## src/rtl/fm_pkg.sv

```systemverilog
// Shared types and constants for the FM modulator: FSM state encoding,
// dither LFSR seed/taps and the quarter-wave sine table generator.
package fm_pkg;

  typedef enum logic [1:0] {
    IDLE  = 2'd0,
    RUN   = 2'd1,
    FADE  = 2'd2,
    MUTED = 2'd3
  } fm_state_e;

  localparam logic [15:0] LFSR_SEED = 16'hACE1;
  // Right-shifting Galois form of x^16+x^14+x^13+x^11+1
  localparam logic [15:0] LFSR_TAPS = 16'hB400;

  // Quarter-wave entry idx of a 2^m-entry cycle, sampled at half-step offsets,
  // rounded to d-1 magnitude bits. Integer Bhaskara approximation of sin.
  function automatic int sine_q(input int idx, input int m, input int d);
    int dd;
    int n;
    int p;
    int num;
    int den;
    int s;
    dd  = 4 * (2 ** (m - 2));
    n   = 2 * idx + 1;
    p   = n * (dd - n);
    num = 16 * p;
    den = 5 * dd * dd - 4 * p;
    s   = (2 ** (d - 1)) - 1;
    return (2 * s * num + den) / (2 * den);
  endfunction

endpackage

```

## src/rtl/fm_sine_lut.sv

```systemverilog
// Registered quarter-wave sine lookup: M-bit phase in, D-bit offset-binary out.
// Quadrants 1/3 mirror the index; quadrants 2/3 fold the sign.
module fm_sine_lut
  import fm_pkg::*;
#(
  parameter int M = 5,
  parameter int D = 4
) (
  input  logic         clk_i,
  input  logic         rst_i,
  input  logic [M-1:0] phase_i,
  output logic [D-1:0] rf_o
);

  localparam int Q = 2 ** (M - 2);

  logic [D-2:0] tab_s [Q];

  for (genvar g = 0; g < Q; g++) begin : g_tab
    localparam int V = sine_q(g, M, D);
    assign tab_s[g] = V[D-2:0];
  end

  logic [M-3:0] idx_s;
  logic [D-2:0] mag_s;
  logic [D-1:0] rf_d;
  logic [D-1:0] rf_q;

  always_comb begin
    if (phase_i[M-2]) begin
      idx_s = ~phase_i[M-3:0];
    end else begin
      idx_s = phase_i[M-3:0];
    end
    mag_s = tab_s[idx_s];
    if (phase_i[M-1]) begin
      rf_d = {1'b0, ~mag_s};
    end else begin
      rf_d = {1'b1, mag_s};
    end
  end

  always_ff @(posedge clk_i) begin
    if (rst_i) begin
      rf_q <= {1'b1, {(D-1){1'b0}}};
    end else begin
      rf_q <= rf_d;
    end
  end

  assign rf_o = rf_q;

endmodule

```

## src/rtl/fm_mod_interp.sv

```systemverilog
// FM modulator: interpolated audio -> deviation -> dithered phase accumulator -> sine DAC word.
// Optional pre-emphasis on accepted samples with FM_PREEMPH_EN.
module fm_mod_interp
  import fm_pkg::*;
#(
  parameter int A = 8,
  parameter int L = 12,
  parameter int N = 18,
  parameter int M = 5,
  parameter int D = 4,
  parameter int K = 6
) (
  input  logic                clk,
  input  logic                rst,
  input  logic                audio_valid,
  input  logic signed [A-1:0] audio,
  output logic                audio_ready,
  input  logic [N-1:0]        acc_inc,
  input  logic [L-1:0]        df_inc,
  input  logic [2:0]          dith_fact,
  input  logic                mute,
  output logic [D-1:0]        rf,
  output logic                active
);

  localparam logic [K:0] RAMP_LEN = {1'b1, {K{1'b0}}};
  localparam logic [K:0] RAMP_ONE = (K+1)'(1);

  fm_state_e              state_q, state_d;
  logic                   ready_q, active_q;
  logic [15:0]            lfsr_q, lfsr_d;
  logic [N-1:0]           phase_q, phase_d;
  logic signed [A+K:0]    cur_fx_q, cur_fx_d;
  logic signed [A:0]      delta_q, delta_d;
  logic [K:0]             cnt_q, cnt_d;
  logic signed [A-1:0]    samp_q, samp_d;

  logic                   accept_s;
  logic signed [A-1:0]    new_s;
  logic signed [A:0]      cur_s;
  logic signed [A:0]      tgt_s;
  logic                   retgt_s;
  logic signed [A+L+1:0]  prod_s;
  logic signed [A+L+1:0]  sh_s;
  logic [N-1:0]           dev_s;
  logic [N-1:0]           inc_s;
  logic [N-M-1:0]         dith_s;
  logic [M-1:0]           lut_phase_s;

  assign accept_s = audio_valid & ready_q;
  assign cur_s    = cur_fx_q[A+K:K];

`ifdef FM_PREEMPH_EN
  localparam logic signed [A+2:0] EMPH_MAX = (A+3)'((2 ** (A - 1)) - 1);
  localparam logic signed [A+2:0] EMPH_MIN = (A+3)'(-(2 ** (A - 1)));

  logic signed [A-1:0] xprev_q, xprev_d;
  logic signed [A+2:0] x_s, xp_s, emph_s;

  always_comb begin
    x_s    = {{3{audio[A-1]}}, audio};
    xp_s   = {{3{xprev_q[A-1]}}, xprev_q};
    emph_s = x_s + ((x_s - xp_s) <<< 1);
    if (emph_s > EMPH_MAX) begin
      new_s = EMPH_MAX[A-1:0];
    end else if (emph_s < EMPH_MIN) begin
      new_s = EMPH_MIN[A-1:0];
    end else begin
      new_s = emph_s[A-1:0];
    end
    if (accept_s) begin
      xprev_d = audio;
    end else begin
      xprev_d = xprev_q;
    end
  end

  always_ff @(posedge clk) begin
    if (rst) begin
      xprev_q <= '0;
    end else begin
      xprev_q <= xprev_d;
    end
  end
`else
  assign new_s = audio;
`endif

  // Mute FSM and interpolator: every retarget restarts a 2^K-step ramp from the current integer value
  always_comb begin
    state_d  = state_q;
    samp_d   = samp_q;
    retgt_s  = 1'b0;
    tgt_s    = '0;
    cur_fx_d = cur_fx_q;
    delta_d  = delta_q;
    cnt_d    = cnt_q;
    if (accept_s) begin
      samp_d = new_s;
    end else begin
      samp_d = samp_q;
    end
    case (state_q)
      IDLE: state_d = RUN;
      RUN: begin
        if (mute) begin
          state_d = FADE;
          retgt_s = 1'b1;
        end else if (accept_s) begin
          retgt_s = 1'b1;
          tgt_s   = {new_s[A-1], new_s};
        end else begin
          state_d = RUN;
        end
      end
      FADE: begin
        if (!mute) begin
          state_d = RUN;
          retgt_s = 1'b1;
          tgt_s   = {samp_q[A-1], samp_q};
        end else if (cnt_q <= RAMP_ONE) begin
          state_d = MUTED;
        end else begin
          state_d = FADE;
        end
      end
      MUTED: begin
        if (!mute) begin
          state_d = RUN;
          retgt_s = 1'b1;
          tgt_s   = accept_s ? {new_s[A-1], new_s} : {samp_q[A-1], samp_q};
        end else begin
          state_d = MUTED;
        end
      end
      default: state_d = IDLE;
    endcase
    if (retgt_s) begin
      cur_fx_d = {cur_s, {K{1'b0}}};
      delta_d  = tgt_s - cur_s;
      cnt_d    = RAMP_LEN;
    end else if (cnt_q != '0) begin
      cur_fx_d = cur_fx_q + {{K{delta_q[A]}}, delta_q};
      cnt_d    = cnt_q - RAMP_ONE;
    end else begin
      cur_fx_d = cur_fx_q;
    end
  end

  always_comb begin
    prod_s  = cur_s * $signed({1'b0, df_inc});
    sh_s    = prod_s >>> (A - 1);
    dev_s   = N'(sh_s);
    inc_s   = acc_inc + dev_s;
    phase_d = phase_q + inc_s;
    lfsr_d  = {1'b0, lfsr_q[15:1]} ^ (lfsr_q[0] ? LFSR_TAPS : 16'h0000);
    if (dith_fact != 3'd0) begin
      dith_s = lfsr_q[N-M-1:0] >> (3'd7 - dith_fact);
    end else begin
      dith_s = '0;
    end
    lut_phase_s = M'((phase_q + {{M{1'b0}}, dith_s}) >> (N - M));
  end

  always_ff @(posedge clk) begin
    if (rst) begin
      state_q  <= IDLE;
      ready_q  <= 1'b0;
      active_q <= 1'b0;
      lfsr_q   <= LFSR_SEED;
      phase_q  <= '0;
      cur_fx_q <= '0;
      delta_q  <= '0;
      cnt_q    <= '0;
      samp_q   <= '0;
    end else begin
      state_q  <= state_d;
      ready_q  <= (state_d == RUN) || (state_d == MUTED);
      active_q <= (state_d == RUN);
      lfsr_q   <= lfsr_d;
      phase_q  <= phase_d;
      cur_fx_q <= cur_fx_d;
      delta_q  <= delta_d;
      cnt_q    <= cnt_d;
      samp_q   <= samp_d;
    end
  end

  fm_sine_lut #(.M(M), .D(D)) u_lut (
    .clk_i   (clk),
    .rst_i   (rst),
    .phase_i (lut_phase_s),
    .rf_o    (rf)
  );

  assign audio_ready = ready_q;
  assign active      = active_q;

endmodule
```

## config.mk

```make
export PLATFORM = sky130hd
export DESIGN_NAME = fm_mod_interp
export DESIGN_NICKNAME = d
export VERILOG_FILES = /design/src/rtl/fm_pkg.sv /design/src/rtl/fm_sine_lut.sv /design/src/rtl/fm_mod_interp.sv
export SDC_FILE = /design/constraint.sdc
export NUM_CORES = 1
export LEC_CHECK = 0
export ABC_AREA = 1
export BUFFER_PORTS_ARGS = -buffer_cell sky130_fd_sc_hd__buf_2
export CAP_MARGIN = 20
export CORE_MARGIN = 10
export CORE_UTILIZATION = 57
export CTS_CLUSTER_SIZE = 12
export DETAILED_ROUTE_END_ITERATION = 8
export PLACE_DENSITY = 0.87
export SYNTH_ARGS = -nofsm -noshare
export SYNTH_HDL_FRONTEND = slang
export SYNTH_SLANG_ARGS = --single-unit
```

## constraint.sdc

```tcl
create_clock -name clk -period 5.9 [get_ports clk]
set_input_delay 0.295 -clock clk [delete_from_list [all_inputs] [get_ports clk]]
set_output_delay 0.295 -clock clk [all_outputs]
set_load 0.05 [all_outputs]
```

==> results, run 1 <==
- The sequential cell area fraction in the yosys report is 17.43%.
- The family with the most delay on the worst path is adder cells.
- The total area of multi-input combinational cells is 7262 um^2.
- The worst hold slack after final layout is 0.1760 ns.
- In the post-route analysis, the smallest setup slack over all paths is -0.6368 ns.
- The final period utilization is 110.8%.
- The effective utilization at floorplan is 58.05%.
- The most common library cell in the layout ignoring fill and taps is sky130_fd_sc_hd__inv_1.
- The H-tree generated during clock tree synthesis spans 3 levels.
- The timing-limited maximum frequency is 153.0 MHz.
- The post-synthesis async set-or-reset flop share is 0%.
- The final count of hold timing violations is 0.
- The total buffers and inverters traversed by the critical path is 8.
- The largest buffer count on any clock path is 2.
- The most used flip-flop cell after synthesis is sky130_fd_sc_hd__dfxtp_1.
- The checks that failed: negative setup slack.
- The first-pass iteration count of the detailed router is 9.
- The CTS root buffer is sky130_fd_sc_hd__clkbuf_16.
- The initial antenna violation count was 1.
- The total wirelength of the detailed-routed design is 30.61 mm.
- Setup repair after global routing could not meet its margin everywhere.
- The number of synthesized flops with an enable pin is 0.
- The synthesis-to-finish area growth is 25.82%.
- The cell at the slowest stage of the critical path is sky130_fd_sc_hd__fa_1.
- For the worst setup path, the data required time is 6.15 ns.
- The number of synthesis warnings is 0.
- The minimum setup slack after placement is -0.5043 ns.
- In the final layout, the share of cells above drive strength 1 is 23.47%.
- The startpoint class of the critical path is a flip-flop.
- For the pin with the worst max-slew slack, the measured transition is 1.080 ns.
- Dividing the detail-routed via count by the number of cells gives 5.990.
- The row count is 46.
- The number of clock sinks is 80.
- The time the final worst path needs with I/O delays and setup is 6.537 ns.
- After detailed routing, the average wire length per cell comes to 18.90 um.
- The full die area is 21600 um^2.
- Entering global routing, the biggest net connects 38 pins.
- The top cell types in the final layout, fill and taps aside, are sky130_fd_sc_hd__inv_1, sky130_fd_sc_hd__nand2_1, sky130_fd_sc_hd__buf_4, sky130_fd_sc_hd__nor2_1, sky130_fd_sc_hd__ha_1.
- The remaining max-slew budget at the tightest pin is 27.54%.
- The number of synthesized register bits is 80.
- The final worst clock skew is 0.009709 ns.
- The starting DRC count in detailed routing is 1210.
- The fill cell total of the finished layout is 994.
- In the final design database the tool counted 1643 nets.
- The min-delay analysis places its worst path in the category in2reg.
- The synthesized netlist occupies a cell area of 9188 um^2.
- The clock insertion delay at the later pin of the skew report is 0.37 ns.
- Dividing the synthesized area by the synthesized cell count gives 7.315 um^2.
- 51 I/O pins were placed.
- Port buffering added 50 buffers.
- The aggregate global-route resource usage is 23.04%.
- The standard cell core area is 15830 um^2.
- The congestion estimate from routability-driven global placement came to 0.9447.
- The flow ran to the end, but the final reports show violations.
- Global routing finished with a remaining overflow of 0.
- The largest driver fanout on the critical path is 6.
- Once detail routing completed, the nets flagged for antenna violations numbered 0.
- Registers take 1635 um^2.
- The HPWL after detailed placement is 18.23 mm.
- In this run, CTS created clock tree buffers numbering 9.
- Synthesis produced a netlist whose cell count is 1256.
- The largest single stage delay on the critical path is 0.61 ns.
- After detailed routing, the number of remaining DRC violations is 0.
- The via count of the first global-routing pass is 9016.
- The final-report setup violation count is 11.
- The number of library cell types mapped by synthesis is 43.
- The die height is 147.0 um.
- The routed layout has 9698 vias.
- The total of max-cap violations is 0.
- The total nets after synthesis is 1502.
- The wire length of the first global-routing pass is 41.71 mm.
- After clock tree synthesis, the clock-pin slew on the worst setup and hold paths is 0.07 ns.
- Data on the critical path arrives at its endpoint at 6.79 ns.
- The kind of end point of the critical path is a flip-flop.
- TritonCTS built the clock tree.
- The die outline width is 147.0 um.
- The worst setup path is of the reg2reg kind.
- The max-slew violation count is 0.
## area by class of cell
cell class	instances	share of cell area, %
tap	216	2.338
multi-input combinational	891	62.82
antenna	1	0.02165
clock inverter	6	0.3788
sequential	80	14.15
inverter	247	8.064
clock buffer	10	2.067
timing repair buffer	168	10.16
## cells by family after synthesis
| logic type | synth area share, % |
|---|---|
| flops | 17.43 |
| fa+ha+maj | 34.73 |
| xor+xnor | 3.636 |
| buf+inv | 11.85 |
| simple gates | 19.32 |
| compound gates | 13.03 |
## state kept, by name (all words and copies together), names as in the netlist
register	flops
phase_q	18
lfsr_q	16
cur_fx_q	15
delta_q	9
samp_q	8
cnt_q	7
u_lut.rf_o	4
state_q	2
active	1
## per-stage QoR
| step | area [um^2] | TNS, ns | utilization (%) | instances |
|---|---|---|---|---|
| after floorplan | 9460 | -0.07987 | - | 1256 |
| after global placement | 10430 | -1.873 | 65.89 | 1575 |
| after detailed placement | 10430 | -3.458 | 65.89 | 1575 |
| after CTS | 11070 | -1.377 | 69.94 | 1605 |
| after global routing | 11560 | -6.595 | 73.02 | 1618 |
| final | 11560 | -4.890 | 73.04 | 1619 |
## repair_timing
| item | CTS | global route |
|---|---|---|
| buffers inserted | 14 | 13 |
| pin swaps | 67 | 63 |
| hold buffers | 0 | 0 |
| endpoints found under the hold margin | 0 | 0 |
| resized for setup | 70 | 79 |
| endpoints found under the setup margin | 11 | 12 |
## cells in the mapped netlist, types with 7 or more instances
cell                       count  area, um^2
sky130_fd_sc_hd__a21oi_1      91       455.4
sky130_fd_sc_hd__xnor2_1      12       105.1
sky130_fd_sc_hd__clkbuf_1     32       120.1
sky130_fd_sc_hd__fa_1         90        1802
sky130_fd_sc_hd__inv_1       246       923.4
sky130_fd_sc_hd__ha_1        111        1389
sky130_fd_sc_hd__o21ai_0      89       445.4
sky130_fd_sc_hd__nor2_1       99       371.6
sky130_fd_sc_hd__nand3_1      40       200.2
sky130_fd_sc_hd__xor2_1       23       201.4
sky130_fd_sc_hd__a31oi_1      13       81.33
sky130_fd_sc_hd__nand4_1       7       43.79
sky130_fd_sc_hd__nand2_1     256       960.9
sky130_fd_sc_hd__dfxtp_1      80        1602
sky130_fd_sc_hd__nor3_1        9       45.04
## metal layers
| layer | vias up | global-route usage (%) | share of wire (%) |
|---|---|---|---|
| met5 | - | 0 | 0 |
| met4 | 0 | 8.325 | 6.9 |
| met3 | 229 | 3.993 | 9.3 |
| met2 | 743 | 40.31 | 48 |
| met1 | 4490 | 27.80 | 36 |
| li1 | 4236 | - | - |
## path summary, 6_finish.rpt
path / startpoint / endpoint / slack (ns) / cells after the start
max: cur_fx_q[8]$_SDFFE_PP0P_ / phase_q[13]$_SDFF_PP0_ / -0.64 / 29
min: mute / state_q[0]$_SDFF_PP0_ / 0.18 / 2
max reg2reg: cur_fx_q[8]$_SDFFE_PP0P_ / phase_q[13]$_SDFF_PP0_ / -0.64 / 29
min reg2reg: lfsr_q[15]$_SDFF_PP1_ / lfsr_q[14]$_SDFF_PP0_ / 0.41 / 2
Power of run 1 is not shown: default switching activity piles up to over one toggle a cycle in this logic, so the estimate is an artifact.
==> run 2, diff against run 1 <==
--- a/config.mk
+++ b/config.mk
@@ -16,3 +16,4 @@
 export SYNTH_ARGS = -nofsm -noshare
 export SYNTH_HDL_FRONTEND = slang
 export SYNTH_SLANG_ARGS = --single-unit
+export TNS_END_PERCENT = 50
==> results, run 2 (synthesis gave the netlist of run 1 again) <==
- The run finished, with violations left.
- The checks that failed: negative setup slack.
- In the final layout, the registers with the most flip-flops are phase_q (18), lfsr_q (16), cur_fx_q (15).
- The hold buffer count at CTS is 0 (unchanged).
- The number of buffers created by CTS is 9 (unchanged).
- The post-layout worst setup margin is -0.7097 ns (-0.07285 ns).
- More flip-flops sit in one register than any other, and that register is phase_q.
- The worst hold path depth was 2 (unchanged).
- The startpoint identified for the worst hold timing path is mute.
- The die outline width is 147.0 um (unchanged).
- The overall via count from detail_route is 9419 (-2.9%).
- The time the final worst path needs with I/O delays and setup is 6.610 ns (+0.07285 ns).
- The flip-flop count of the largest register, all copies and words added is 18 (unchanged).
- The DRC violation count after routing came to 0 (unchanged).
- The largest buffer count on any clock path is 2 (unchanged).
- The number of clock sinks is 80 (unchanged).
- The total area of multi-input combinational cells came to 7167 um^2 (-1.3%).
- STA classifies the critical path endpoint as a flip-flop.
- The critical path arrival is 6.91 ns (+0.12 ns).
- The largest driver fanout on the critical path is 7 (+1).
- The register area is 1633 um^2 (-0.15%).
- The row count was 46 (unchanged).
- The standard cell core area was 15830 um^2 (unchanged).
- The startpoint of the most critical register-to-register path is cur_fx_q[8]$_SDFFE_PP0P_.
- The worst hold path class is in2reg.
- STA classifies the critical path startpoint as a flip-flop.
- The final weighted congestion in routability-driven placement is 0.9447 (unchanged).
- The final-report setup violation count came to 12 (+1).
- The fill cell total of the finished layout is 1048 (+5.4%).
- The endpoint of the worst hold-timing path is state_q[0]$_SDFF_PP0_.
- The reg-to-reg setup timing slack was -0.71 ns (-0.07 ns).
- The total I/O pin count came to 51 (unchanged).
- The clock tree from TritonCTS is yes.
- The wire length of the first global-routing pass is 42.00 mm (+0.70%).
- The initial antenna violation count is 1 (unchanged).
- The worst stage delay on the critical path was 0.60 ns (about the same).
- The library cell used most frequently in the layout, excluding fill and tap cells, is sky130_fd_sc_hd__inv_1.
- The final worst clock skew is 0.01217 ns (+0.002457 ns).
- The synthesis-to-finish area growth is 24.65%.
- The remaining max-slew budget at the tightest pin is 26.86% (-0.69 points).
- The terminus of the critical flop-to-flop path is phase_q[17]$_SDFF_PP0_.
- The HPWL after detailed placement is 18.23 mm (unchanged).
- The number of H-tree branching levels is 3 (unchanged).
- The timing-limited maximum frequency came to 151.3 MHz (-1.1%).
- The die height is 147.0 um (unchanged).
- Leaving out fill and tap cells, the most frequent cells in the layout are sky130_fd_sc_hd__inv_1, sky130_fd_sc_hd__nand2_1, sky130_fd_sc_hd__buf_4, sky130_fd_sc_hd__nor2_1, sky130_fd_sc_hd__ha_1.
- The average detailed-routed wire length per instance is 17.79 um (-5.9%).
- The maximum number of pins on one net before global-route repair is 38 (unchanged).
- The cell sitting at the root of the clock tree is a sky130_fd_sc_hd__clkbuf_16.
- The worst reg2reg path depth is 30 (+3.4%).
- The total wirelength of the detailed-routed design is 28.79 mm (-5.9%).
- The required time at the endpoint of the critical path is 6.20 ns (+0.05 ns).
- The share of post-route cells with drive strength above 1 is 22.20% (-1.3 points).
- The final count of hold timing violations is 0 (unchanged).
- The via count of the first global-routing pass is 9040 (+0.27%).
- Setup repair after global routing could not meet its margin everywhere.
- The cell at the slowest stage of the critical path is sky130_fd_sc_hd__fa_1.
- The starting DRC count in detailed routing was 1004 (-17%).
- The via density per instance is 5.821 (-2.8%).
- The share of the core filled with cells is 72.36% (-0.68 points).
- The critical path is of the reg2reg type.
- The aggregate global-route resource usage was 23.20% (+0.16 points).
- The full die area is 21600 um^2 (unchanged).
- The effective utilization at floorplan is 58.05% (unchanged).
- The final global-route overflow total was 0 (unchanged).
- The first-pass iteration count of the detailed router came to 7 (-2).
- The max-slew violation count is 0 (unchanged).
- The residual antenna-violating net count after detailed routing is 0 (unchanged).
- The net total in the final layout is 1642 (-0.061%).
- The final period utilization is 112.0% (+1.2 points).
- The clock-pin transition on the worst setup and hold timing paths was 0.07 ns (about the same).
- The number of port buffers is 50 (unchanged).
- The worst-margin pin slew is 1.090 ns (+0.01026 ns).
- The total of max-cap violations was 0 (unchanged).
- The clock insertion delay at the later pin of the skew report is 0.36 ns (about the same).
run 2: changes by cell type in the layout (fill, tap and decap cells not counted), moves of 2 or more:
cell,previous run,this run
sky130_fd_sc_hd__nand2_1,223,231
sky130_fd_sc_hd__nand2_2,32,26
sky130_fd_sc_hd__nor2_1,92,95
sky130_fd_sc_hd__xor2_2,5,2
sky130_fd_sc_hd__a21oi_1,75,77
sky130_fd_sc_hd__a21oi_4,8,6
sky130_fd_sc_hd__ha_1,86,88
sky130_fd_sc_hd__ha_4,23,21
sky130_fd_sc_hd__nand2_4,9,7
sky130_fd_sc_hd__nor2_4,2,0
sky130_fd_sc_hd__o21ai_2,9,7
sky130_fd_sc_hd__xor2_1,18,20
run 2: cell type report:
| class | instances | share of cell area, % |
|---|---|---|
| diodes | 1 | 0.02185 |
| clock buffers | 10 | 2.087 |
| clock inverters | 6 | 0.3824 |
| inverters | 247 | 8.118 |
| multi-input cells | 891 | 62.58 |
| flip-flops and latches | 80 | 14.26 |
| well taps | 216 | 2.360 |
| repair buffers | 167 | 10.19 |
run 2: how the worst max path moves through the flow:
stage / from / end / slack [ns]
after global routing: cur_fx_q[8]$_SDFFE_PP0P_ / phase_q[17]$_SDFF_PP0_ / -0.95
final: cur_fx_q[8]$_SDFFE_PP0P_ / phase_q[17]$_SDFF_PP0_ / -0.71
after global placement: df_inc[7] / phase_q[17]$_SDFF_PP0_ / -0.32
after detailed placement: cur_fx_q[11]$_SDFFE_PP0P_ / phase_q[13]$_SDFF_PP0_ / -0.50
after CTS: cur_fx_q[8]$_SDFFE_PP0P_ / phase_q[17]$_SDFF_PP0_ / -0.26
after floorplan: cur_fx_q[8]$_SDFFE_PP0P_ / phase_q[13]$_SDFF_PP0_ / -0.08
run 2: what timing repair did:
action	in CTS	in global routing
endpoints found under the setup margin	11	13
setup buffers	12	15
pin swaps	66	48
gates resized for setup	63	61
cloned	0	0
run 2: critical path: cells and delay by family (launching register included):
kind	cells	cell delay (ns)
adder cells (fa/ha/maj)	8	3.44
AND/OR/NAND/NOR	14	1.65
AO/OA/AOI/OAI	3	0.42
flip-flops	1	0.40
buffers and inverters	4	0.36
XOR/XNOR	1	0.29
run 2: stage by stage:
step / cells / hold slack [ns] / setup WS [ns] / TNS [ns] / area (um^2)
after floorplan: 1256 / 0.3883 / -0.07987 / -0.07987 / 9460
after global placement: 1575 / 0.3923 / -0.3236 / -1.873 / 10430
after detailed placement: 1575 / 0.4020 / -0.5043 / -3.458 / 10430
after CTS: 1603 / 0.1806 / -0.2563 / -1.464 / 11030
after global routing: 1617 / 0.2053 / -0.9528 / -7.610 / 11450
final: 1618 / 0.1833 / -0.7097 / -5.587 / 11450
run 2: metal layers:
metal / vias up / share of wire, % / track usage (%)
li1: 4232 / - / -
met1: 4357 / 37 / 27.98
met2: 622 / 47 / 40.58
met3: 208 / 8.7 / 3.962
met4: 0 / 7.1 / 8.523
met5: - / 0 / 0
Power of run 2 is left out for the same reason.
==> run 3, diff against run 2 <==
--- a/config.mk
+++ b/config.mk
@@ -6,7 +6,7 @@
 export NUM_CORES = 1
 export LEC_CHECK = 0
 export ABC_AREA = 1
-export BUFFER_PORTS_ARGS = -buffer_cell sky130_fd_sc_hd__buf_2
+export BUFFER_PORTS_ARGS = -buffer_cell sky130_fd_sc_hd__clkbuf_2
 export CAP_MARGIN = 20
 export CORE_MARGIN = 10
 export CORE_UTILIZATION = 57
==> results, run 3 (synthesis gave the netlist of run 1 again) <==
- The die height is 147.0 um (unchanged).
- The final design instance area without fill came to 11760 um^2 (+2.7%).
- The required time at the endpoint of the critical path came to 6.16 ns (-0.04 ns).
- In this run the critical register-to-register path is launched from cur_fx_q[11]$_SDFFE_PP0P_.
- The via density per instance was 5.916 (+1.6%).
- The end point of the critical path is phase_q[15]$_SDFF_PP0_.
- The synthesis-to-finish area growth is 27.97%.
- The total I/O pin count is 51 (unchanged).
- The starting DRC count in detailed routing is 1163 (+16%).
- The post-layout worst setup margin is -0.5809 ns (+0.1288 ns).
- The net total in the final layout is 1651 (+0.55%).
- The timing-limited maximum frequency is 154.3 MHz (+2.0%).
- The aggregate global-route resource usage is 23.60% (+0.39 points).
- The worst setup path is launched from a flip-flop.
- The worst-margin pin slew was 1.086 ns (-0.004005 ns).
- The flow ran to the end, but the final reports show violations.
- The standard cell core area is 15830 um^2 (unchanged).
- The share of post-route cells with drive strength above 1 was 24.40% (+2.2 points).
- The number of placed cells counting well taps came to 1578 (+0.19%).
- The effective utilization at floorplan is 58.05% (unchanged).
- The number of port buffers came to 50 (unchanged).
- The largest driver fanout on the critical path came to 8 (+1).
- The path class of the tightest hold or removal check is in2reg.
- The number of clock sinks was 80 (unchanged).
- The max-slew violation count is 0 (unchanged).
- The average detailed-routed wire length per instance is 18.82 um (+5.8%).
- The time the final worst path needs with I/O delays and setup is 6.481 ns (-0.1288 ns).
- The final count of hold timing violations is 0 (unchanged).
- The row count is 46 (unchanged).
- The instance area after placement is 10450 um^2 (+0.22%).
- The final period utilization is 109.8% (-2.2 points).
- Ranked by flip-flop count, first place goes to phase_q.
- The minimum setup slack after placement is -0.5486 ns (-0.04437 ns).
- The first-pass iteration count of the detailed router was 9 (+2).
- The final global-route overflow total is 0 (unchanged).
- The clock insertion delay at the later pin of the skew report came to 0.37 ns (about the same).
- The share of the core filled with cells is 74.28% (+1.9 points).
- The overall via count from detail_route is 9626 (+2.2%).
- The HPWL after detailed placement is 18.40 mm (+0.89%).
- The total of max-cap violations is 0 (unchanged).
- The DRC violation count after routing is 0 (unchanged).
- The CTS root buffer is sky130_fd_sc_hd__clkbuf_16.
- The clock-pin transition on the worst setup and hold timing paths came to 0.07 ns (about the same).
- The final weighted congestion in routability-driven placement is 0.9389 (-0.61%).
- The flip-flop count of the largest register, all copies and words added was 18 (unchanged).
- The full die area is 21600 um^2 (unchanged).
- The final-report setup violation count is 12 (unchanged).
- The remaining max-slew budget at the tightest pin is 27.13% (+0.27 points).
- The total wirelength of the detailed-routed design is 30.62 mm (+6.4%).
- The worst setup path startpoint is cur_fx_q[11]$_SDFFE_PP0P_.
- The wire length of the first global-routing pass is 42.50 mm (+1.2%).
- Setup repair after global routing could not meet its margin everywhere.
- The largest buffer count on any clock path is 2 (unchanged).
- The reg-to-reg setup timing slack is -0.58 ns (+0.13 ns).
- The via count of the first global-routing pass is 9077 (+0.41%).
- The count of non-filler cells in the finished layout is 1627 (+0.56%).
- The worst reg2reg path depth was 27 (-10%).
- The final worst clock skew is 0.006930 ns (-0.005235 ns).
- In the final layout, the registers with the most flip-flops are phase_q (18), lfsr_q (16), cur_fx_q (15).
- The initial antenna violation count is 1 (unchanged).
- The residual antenna-violating net count after detailed routing is 0 (unchanged).
- The die outline width came to 147.0 um (unchanged).
- The number of H-tree branching levels is 3 (unchanged).
- The kind of end point of the critical path is a flip-flop.
- The critical path arrival is 6.74 ns (-0.17 ns).
- The terminus of the critical flop-to-flop path is phase_q[15]$_SDFF_PP0_.
- The most common library cell in the layout ignoring fill and taps is sky130_fd_sc_hd__inv_1.
- The maximum number of pins on one net before global-route repair came to 38 (unchanged).
- The top cell types in the final layout, fill and taps aside, are sky130_fd_sc_hd__inv_1, sky130_fd_sc_hd__nand2_1, sky130_fd_sc_hd__buf_4, sky130_fd_sc_hd__nor2_1.
- The register area is 1635 um^2 (+0.15%).
- The total area of multi-input combinational cells is 7363 um^2 (+2.7%).
- The worst hold path depth was 2 (unchanged).
- The final reports fail on negative setup slack.
- The startpoint-to-endpoint class of the critical path is reg2reg.
- The hold buffer count at CTS is 0 (unchanged).
- The fill cell total of the finished layout came to 983 (-6.2%).
- The number of buffers created by CTS came to 9 (unchanged).
- The clock tree from TritonCTS is yes.
==> run 3: cell count changes in the layout (fill, tap and decap cells not counted), moves of 3 or more <==
cell / delta
sky130_fd_sc_hd__buf_2: -50
sky130_fd_sc_hd__nor2_1: -3
sky130_fd_sc_hd__buf_6: +13
sky130_fd_sc_hd__o21ai_1: -3
sky130_fd_sc_hd__ha_1: -3
sky130_fd_sc_hd__nand2_2: +3
sky130_fd_sc_hd__a21oi_4: +4
sky130_fd_sc_hd__buf_4: -4
sky130_fd_sc_hd__ha_4: +3
sky130_fd_sc_hd__clkbuf_2: +50
sky130_fd_sc_hd__a21oi_1: -3
sky130_fd_sc_hd__nand2_1: -6
==> run 3: how the worst min path moves through the flow <==
stage	start	to	slack (ns)
final	mute	state_q[0]$_SDFF_PP0_	0.17
after detailed placement	lfsr_q[15]$_SDFF_PP1_	lfsr_q[14]$_SDFF_PP0_	0.39
after floorplan	lfsr_q[15]$_SDFF_PP1_	lfsr_q[14]$_SDFF_PP0_	0.39
after global routing	mute	state_q[0]$_SDFF_PP0_	0.20
after global placement	lfsr_q[15]$_SDFF_PP1_	lfsr_q[14]$_SDFF_PP0_	0.39
after CTS	mute	state_q[0]$_SDFF_PP0_	0.18
==> run 3: worst max-delay path: stages (launching register included) <==
cell                      delay [ns]
sky130_fd_sc_hd__dfxtp_4        0.37
sky130_fd_sc_hd__buf_6          0.15
sky130_fd_sc_hd__nand2_1        0.07
sky130_fd_sc_hd__inv_1          0.06
sky130_fd_sc_hd__fa_1           0.68
sky130_fd_sc_hd__fa_1           0.56
sky130_fd_sc_hd__fa_1           0.54
sky130_fd_sc_hd__fa_1           0.50
sky130_fd_sc_hd__ha_1           0.33
sky130_fd_sc_hd__ha_1           0.27
sky130_fd_sc_hd__a21oi_4        0.19
sky130_fd_sc_hd__o21ai_0        0.11
sky130_fd_sc_hd__a21oi_1        0.23
sky130_fd_sc_hd__nand2_4        0.11
sky130_fd_sc_hd__a31oi_4        0.21
sky130_fd_sc_hd__xor2_2         0.18
sky130_fd_sc_hd__fa_1           0.48
sky130_fd_sc_hd__ha_4           0.35
sky130_fd_sc_hd__nand2_4        0.07
sky130_fd_sc_hd__nor2_4         0.12
sky130_fd_sc_hd__nand2_1        0.07
sky130_fd_sc_hd__o211a_1        0.14
sky130_fd_sc_hd__a21oi_2        0.16
sky130_fd_sc_hd__buf_4          0.13
sky130_fd_sc_hd__buf_4          0.10
sky130_fd_sc_hd__buf_6          0.08
sky130_fd_sc_hd__buf_6          0.07
sky130_fd_sc_hd__nor2_1         0.03
==> run 3: layout make-up <==
cell class | count | area share, %
diodes | 1 | 0.02128
clock buffers | 9 | 1.916
clock inverters | 7 | 0.4044
inverters | 247 | 7.907
multi-input cells | 891 | 62.63
flip-flops and latches | 80 | 13.91
well taps | 216 | 2.299
repair buffers | 176 | 10.92
==> run 3: layer usage <==
metal / up-vias / wire length (um) / global-route usage (%)
met5: - / 35 / 0
met4: 2 / 2578 / 10.65
met3: 225 / 2805 / 4.300
met2: 692 / 14280 / 40.81
met1: 4457 / 10920 / 27.91
li1: 4250 / - / -
==> run 3: timing repair <==
action / in CTS / in global routing
endpoints found under the hold margin: 0 / 0
setup endpoints to repair: 11 / 12
buffers inserted: 22 / 10
resized for setup: 68 / 104
pin swaps: 74 / 57
==> run 3: stage by stage <==
step	setup TNS, ns	hold slack (ns)
after floorplan	-0.07987	0.3883
after global placement	-1.769	0.3910
after detailed placement	-3.943	0.3949
after CTS	-1.608	0.1769
after global routing	-7.766	0.1963
final	-5.291	0.1729
Power of run 3 is left out for the same reason.
